## config.mk

```make
export PLATFORM = sky130hd
export DESIGN_NAME = display_scan_mux
export DESIGN_NICKNAME = d
export VERILOG_FILES = /design/src/rtl/display_scan_mux.sv
export SDC_FILE = /design/constraint.sdc
export NUM_CORES = 1
export LEC_CHECK = 0
export ABC_AREA = 1
export CORE_MARGIN = 2
export CORE_UTILIZATION = 25
export DETAILED_ROUTE_END_ITERATION = 8
export GPL_TIMING_DRIVEN = 0
export PLACE_DENSITY_LB_ADDON = 0.3
export SLEW_MARGIN = 20
export SYNTH_ARGS = -nofsm -noshare
export SYNTH_HDL_FRONTEND = slang
export SYNTH_SLANG_ARGS = --single-unit
```

## constraint.sdc

```tcl
create_clock -name i_Clock -period 2.35 [get_ports i_Clock]
set_clock_uncertainty 0.2 [all_clocks]
set_input_delay 0.705 -clock i_Clock [delete_from_list [all_inputs] [get_ports i_Clock]]
set_output_delay 0.705 -clock i_Clock [all_outputs]
set_load 0.005 [all_outputs]
```

## src/rtl/display_scan_mux.sv

```systemverilog
// display_scan_mux: time-multiplexed 4-digit 7-segment driver.
// Scans one digit per SCAN_DIV cycles, decodes its BCD nibble, blanks blinking
// digits during the blanking half of the blink period and drives the HH:MM dot.
module display_scan_mux #(
  parameter int unsigned SCAN_DIV  = 256,
  parameter int unsigned BLINK_DIV = 16384
) (
  input  logic        i_Clock,
  input  logic        i_Reset,
  input  logic [15:0] i_Bcd,
  input  logic [3:0]  i_Blink_En,
  input  logic        i_Blink_Sync,
  input  logic        i_Dot_En,
  output logic [7:0]  o_Segments,
  output logic [3:0]  o_Digits,
  output logic        o_Blink_Phase
);

  localparam int unsigned ScanW  = (SCAN_DIV  > 2) ? $clog2(SCAN_DIV)  : 1;
  localparam int unsigned BlinkW = (BLINK_DIV > 2) ? $clog2(BLINK_DIV) : 1;
  localparam logic [ScanW-1:0]  ScanLast  = ScanW'(SCAN_DIV - 1);
  localparam logic [BlinkW-1:0] BlinkLast = BlinkW'(BLINK_DIV - 1);

  logic [ScanW-1:0]  scan_q, scan_d;
  logic [1:0]        idx_q, idx_d;
  logic [BlinkW-1:0] blink_q, blink_d;
  logic              phase_q, phase_d;
  logic [7:0]        seg_q, seg_d;
  logic [3:0]        dig_q, dig_d;

  logic [3:0]        nibble;
  logic [6:0]        decoded;
  logic              blank;

  // Scan counter and digit index: index advances once per SCAN_DIV cycles.
  always_comb begin
    scan_d = scan_q + ScanW'(1);
    idx_d  = idx_q;
    if (scan_q == ScanLast) begin
      scan_d = '0;
      idx_d  = idx_q + 2'd1;
    end
  end

  // Blink timebase; a sync pulse restarts it in the visible phase.
  always_comb begin
    blink_d = blink_q + BlinkW'(1);
    phase_d = phase_q;
    if (i_Blink_Sync) begin
      blink_d = '0;
      phase_d = 1'b0;
    end else if (blink_q == BlinkLast) begin
      blink_d = '0;
      phase_d = ~phase_q;
    end
  end

  // Select the current digit's nibble and decode it to segments g..a.
  always_comb begin
    nibble = 4'h0;
    unique case (idx_q)
      2'd0: nibble = i_Bcd[3:0];
      2'd1: nibble = i_Bcd[7:4];
      2'd2: nibble = i_Bcd[11:8];
      2'd3: nibble = i_Bcd[15:12];
      default: nibble = 4'h0;
    endcase
    case (nibble)
      4'd0:    decoded = 7'h3F;
      4'd1:    decoded = 7'h06;
      4'd2:    decoded = 7'h5B;
      4'd3:    decoded = 7'h4F;
      4'd4:    decoded = 7'h66;
      4'd5:    decoded = 7'h6D;
      4'd6:    decoded = 7'h7D;
      4'd7:    decoded = 7'h07;
      4'd8:    decoded = 7'h7F;
      4'd9:    decoded = 7'h6F;
      // Non-BCD nibbles show as a dark digit.
      default: decoded = 7'h00;
    endcase
  end

  // Next output word: blanked digits drive neither enable nor segments.
  always_comb begin
    blank = i_Blink_En[idx_q] & phase_q;
    dig_d = 4'b0001 << idx_q;
    seg_d = {i_Dot_En & (idx_q == 2'd2), decoded};
    if (blank) begin
      dig_d = 4'b0000;
      seg_d = 8'h00;
    end
  end

  // State and registered outputs.
  always_ff @(posedge i_Clock or posedge i_Reset) begin
    if (i_Reset) begin
      scan_q  <= '0;
      idx_q   <= 2'd0;
      blink_q <= '0;
      phase_q <= 1'b0;
      seg_q   <= 8'h00;
      dig_q   <= 4'b0000;
    end else begin
      scan_q  <= scan_d;
      idx_q   <= idx_d;
      blink_q <= blink_d;
      phase_q <= phase_d;
      seg_q   <= seg_d;
      dig_q   <= dig_d;
    end
  end

  assign o_Segments    = seg_q;
  assign o_Digits      = dig_q;
  assign o_Blink_Phase = phase_q;

endmodule

```

### Word-level counts from Yosys, hierarchy flattened

Memory sizes are Yosys's and may differ from the RTL's.
Cells that the tools add are included.

| operators by class | value |
|---|---|
| $add $sub $neg | 3 |
| $lt $le $gt $ge | 1 |
| equal/unequal tests | 5 |
| shift-type cells | 1 |
| multiplexer cells | 10 |
| bitwise operators | 3 |
| reductions and logical operators | 2 |

Operators by type and width:

| operator | count |
|---|---|
| $mux 14 | 2 |
| $mux 8 | 2 |
| $pmux 4 s4 | 1 |
| $add 14x1->14 const B | 1 |
| $eq 14x14->1 const B | 1 |
| $add 8x1->8 const B | 1 |
| $eq 8x8->1 const B | 1 |
| $eq 2x2->1 const B | 2 |
| $mux 4 | 1 |
| $shl 1x2->4 const A | 1 |
| $lt 2x3->1 const B | 1 |
| $mux 1 | 3 |
| $add 2x1->2 const B | 1 |
| $and 1x1->1 | 2 |
| $bmux 1 s2 | 1 |
| $eq 2x1->1 const B | 1 |
| $logic_not 2->1 | 1 |
| $reduce_bool 2->1 | 1 |
| $not 1->1 | 1 |

| storage, ports and cells | value |
|---|---|
| bits in registers | 37 |
| bits in read-only memories | 112 |
| output and inout bits | 13 |
| word-level logic and storage cells | 32 |
| memories | 1 |

Memory list:

| memory | words | width | read ports | clocked after memory_dff | write ports | RTL line | source |
|---|---|---|---|---|---|---|---|
| (name not given) | 16 | 7 | 1 | 0 | 0 | 68 | `case (nibble)` |

### Depth between registers and ports, before layout

Gate-level depths: netlist of the first run.

| logic depth | value |
|---|---|
| depth in word-level cells | 4 |
| gate-level depth with buffers | 11 |
| depth with buffers taken out | 11 |

### Worst setup path before layout of the first run

OpenSTA, ideal clock, no wires.

| timing | value |
|---|---|
| kind | flip-flop to flip-flop |
| start point | register idx_q[0] |
| end point | register seg_q[3] (netlist: o_Segments[3]) |
| library setup time | 0.077 ns |
| arrival time | 1.666 ns |
| data required time | 2.073 ns |
| setup slack | 0.407 ns |
| cell stages (with the launch flop) | 12 |
| path buffers | 0 |
| clock period less this slack | 1.943 ns |
| path through | dfrtp_1 -> inv_1 -> ha_1 -> nand2_1 -> nand2_1 -> nor2_1 -> nor2_1 -> inv_1 -> ha_1 -> nand2_1 -> nand2_1 -> a21oi_1 |

| between the ends | value |
|---|---|
| cells in the longest elaborated chain, start to end | 4 |

RTL lines:

| element | RTL line | source |
|---|---|---|
| start, declared | 25 | `logic [1:0] idx_q, idx_d;` |
| start signal, assigned | 106 | `idx_q <= idx_d;` |
| $eq 2x2->1, or another cell as far along | 61 | `unique case (idx_q)` |
| $pmux 4 s4 / $mux 1 (equally long branches) | 61, 86 |  |
| $mem_v2 16x7 / $and 1x1->1 (equally long branches) | -- |  |
| $mux 8 * | 89 | `if (blank) begin` |
| via seg_d[3] | 28 | `logic [7:0] seg_q, seg_d;` |
| end signal, assigned | 109 | `seg_q <= seg_d;` |
| end, declared | 28 |  |

The timed path passes the listed nets; every way through them passes the cells marked *. The select of a mux whose other input is x is not followed.
A chain may end at the register's enable or synchronous reset.

### Worst setup path after layout of the first run

Same ends and word-level chain as after synthesis.

==> summary.md, run 1 <==
| Metric | Value |
|---|---|
| Post-Syn Area | `0.002026 sq mm` |
| Drt wl/cell | `10.11 um` |
| Core box area | `0.007807 sq mm` |
| CTS Buf Count | `5` |
| Sum Neg Setup Slack | `0 ns` |
| Area Overhead vs Synth | `31.13%` |
| CTS H-Tree Depth | `2` |
| Clock sinks | `37` |
| Drc violations | `0` |
| Max Slew Vio Count | `0` |
| CTS tree | `yes` |
| Post-place setup slack | `-0.08409 ns` |
| Via count | `1,581` |
| Largest net degree at the start of global routing | `31` |
| Max incr delay on CP | `0.48 ns` |
| RePlAce Congestion | `0.7447` |
| Max_cap viols | `0` |
| Synth top area share | `45.71%` |
| Vias in the first global route | `1,552` |
| Wire length of the first global-routing pass | `7169 um` |
| Initial Utilization | `25.95%` |
| Arr. time, crit path | `2.15 ns` |
| Die X-Extent | `94.02 um` |
| Count of cell types in the netlist | `31` |
| Grt total ovfl | `0` |
| Die Y-Extent | `94.02 um` |
| Row Count | `32` |
| Initial antenna violation count | `0` |
| Largest cells by area after synthesis | `dfrtp_1, nand2_1, nor2_1` |
| Die area | `0.008839 sq mm` |
| Final setup margin | `0.2244 ns` |
| Fillers | `830` |
| Period utilization | `90.45%` |
| Post-DP HPWL | `3020 um` |
| Setup crit start kind | `register` |
| WL final | `3941 um` |
| Routed vias/inst | `4.054` |
| Most common cell on crit path | `nand2_1` |
| Gate Count Post-Synth | `243` |
| Power Density | `506.8 mW/mm^2` |
| Critical-path cell list | `inv_1, ha_2, nand2_1, nand2_1, nor2_1, nor2_2, inv_1, ha_1, nand2_1, nand2_1, a21oi_1` |
| CTS max path bufs | `2` |
| Net count, final | `320` |
| Final Hold Vio Count | `0` |
| Status | `completed` |
| Yosys reg bits | `37` |
| Crit Path Max Fanout | `7` |
| Total Power | `1346 uW` |
| Worst skew pair latency | `0.29 ns` |
| Setup Fix Bufs, Post-CTS | `0` |
| Max IR drop VDD | `0.2785 mV` |
| IO Pins | `37` |
| Seq/Total Area, Yosys | `45.71%` |
| Reg clk slew, reported paths | `0.08 ns` |
| Fmax | `470.5 MHz` |
| Leak Pwr | `0.001220 uW` |
| Worst-Margin Slew | `0.3038 ns` |
| Detail Route Antenna Nets | `0` |
| Worst Hold Class | `register to register` |
| Share of layout cells above drive strength 1 | `17.36%` |
| Hold WS | `0.2652 ns` |
| Normalized max-slew margin | `79.74%` |
| Ys Warns | `0` |
| Overall routing resource usage | `10.49%` |
| Largest area contributor in the synthesized netlist | `dfrtp_1` |
| Clock root buffer | `clkbuf_8` |
| Final core utilization | `34.02%` |
| Critical-path top delay cell | `dfrtp_1` |
| Antenna diodes | `0` |
| Tmin final | `2.126 ns` |
| Register area | `925.9 sq um` |
| Area occupied by multi-input gates | `970.9 sq um` |
| Worst Setup End Kind | `register` |
| CP top delay family | `adder cells` |
| Final setup violation count | `0` |
| Crit Path Class | `register to register` |
| Post-Syn Area per Cell | `8.336 sq um` |
| Net Count, Synth | `276` |
| Worst EP required | `2.37 ns` |
| First-pass iteration count of the detailed router | `4` |
| Port-buffer cells | `36` |
| Buf/Inv on CP | `2` |
| DR iter-0 viols | `49` |
| RSZ-0062 raised after global routing | `false` |
## per-layer routing
layer	global-route usage, %	up-vias	part of all wire, %
li1	-	832	-
met1	14.16	718	51
met2	15.36	23	43
met3	2.970	8	3.9
met4	5.072	0	2.0
met5	0	-	0
## cell usage in the layout (no fill, tap or decap), types with 4 or more instances in the layout
master and instances:
ha_1 7, nand3_1 9, xor2_1 6, a21oi_1 6, nor2_2 14, nor2_1 31, inv_2 4, nand2_1 61
nand2_2 4, inv_1 30, nor2_4 4, clkbuf_8 5, nand4_1 4, clkdlybuf4s50_1 36, dfrtp_1 37
## flip-flops by register name, summed over array words and instances, names as in the netlist
register,flops
o_Blink_Phase,1
o_Segments,8
o_Digits,4
blink_q,14
scan_q,8
idx_q,2
## cell usage after synthesis
cell / count
inv_2: 3
nand3_1: 9
or2_2: 1
nand3_2: 2
nand4_1: 4
xor2_1: 6
o21ai_0: 2
inv_1: 31
a21oi_1: 6
nor2_2: 13
dfrtp_1: 37
nor3_1: 2
nor3_2: 1
o21ai_2: 1
ha_1: 9
a21oi_2: 1
nand2_4: 1
and3_1: 1
nand2_1: 61
xnor2_1: 2
o21bai_2: 2
nor3b_1: 2
nand4_2: 1
nand3b_1: 1
a31o_2: 1
clkinv_4: 1
a21oi_4: 1
nand2_2: 4
nor2_1: 32
or2_1: 1
nor2_4: 4
## final timing paths
check | from | endpoint | slack, ns | depth (start not counted)
worst max-delay path | idx_q[0]$_DFFE_PP0N_ | o_Segments[3]$_DFF_PP0_ | 0.22 | 11
worst min-delay path | scan_q[0]$_DFF_PP0_ | scan_q[0]$_DFF_PP0_ | 0.27 | 1
worst max register to register | idx_q[0]$_DFFE_PP0N_ | o_Segments[3]$_DFF_PP0_ | 0.22 | 11
worst min register to register | scan_q[0]$_DFF_PP0_ | scan_q[0]$_DFF_PP0_ | 0.27 | 1
max in group asynchronous | i_Reset | blink_q[0]$_DFF_PP0_ | 1.13 | 3
min in group asynchronous | i_Reset | scan_q[7]$_DFF_PP0_ | 0.42 | 2
## report_power, final
| part | total, uW | switching [uW] | internal [uW] | leakage (uW) |
|---|---|---|---|---|
| logic | 129 | 56.4 | 72.4 | 0.000686 |
| registers | 659 | 8.58 | 650 | 0.000479 |
| clock network | 559 | 241 | 318 | 0.0000543 |
| total | 1350 | 306 | 1040 | 0.00122 |
## kinds of logic (layout without fill, tap and decap cells)
| logic type | Yosys count | count (layout) | synth area share (%) |
|---|---|---|---|
| AOI/OAI and AO/OA | 14 | 14 | 5.189 |
| xor gates and xnor gates | 8 | 8 | 3.459 |
| adders and majority gates | 9 | 9 | 5.559 |
| buffers and inverters | 35 | 80 | 6.733 |
| DFF | 37 | 37 | 45.71 |
| and+or+nand+nor | 140 | 140 | 33.35 |
## area by class of cell
type	count	area share (%)
multi-input cells	171	36.55
flip-flops and latches	37	34.86
repair buffers	37	14.32
inverters	35	5.134
well taps	102	4.805
clock buffers	5	2.591
clock inverters	3	1.743
## metrics by stage
stage                     cell area, sq um  instances
after floorplan                       2026        243
after global placement                2514        381
after detailed placement              2534        382
after CTS                             2649        390
after global routing                  2656        390
final                                 2656        390
## what timing repair did
action                                  in CTS  in global routing
resized for setup                            0                  3
hold buffers                                 0                  0
endpoints found under the hold margin        0                  0
endpoints found under the setup margin       0                  3
Note: power is estimated with default switching activity, not from simulation.
==> run 2: changes to the inputs <==
Settings changed: CAP_MARGIN from default to 30.
==> results of run 2 <==
The final DEF is identical to that of run 1; final timing and power are the same.
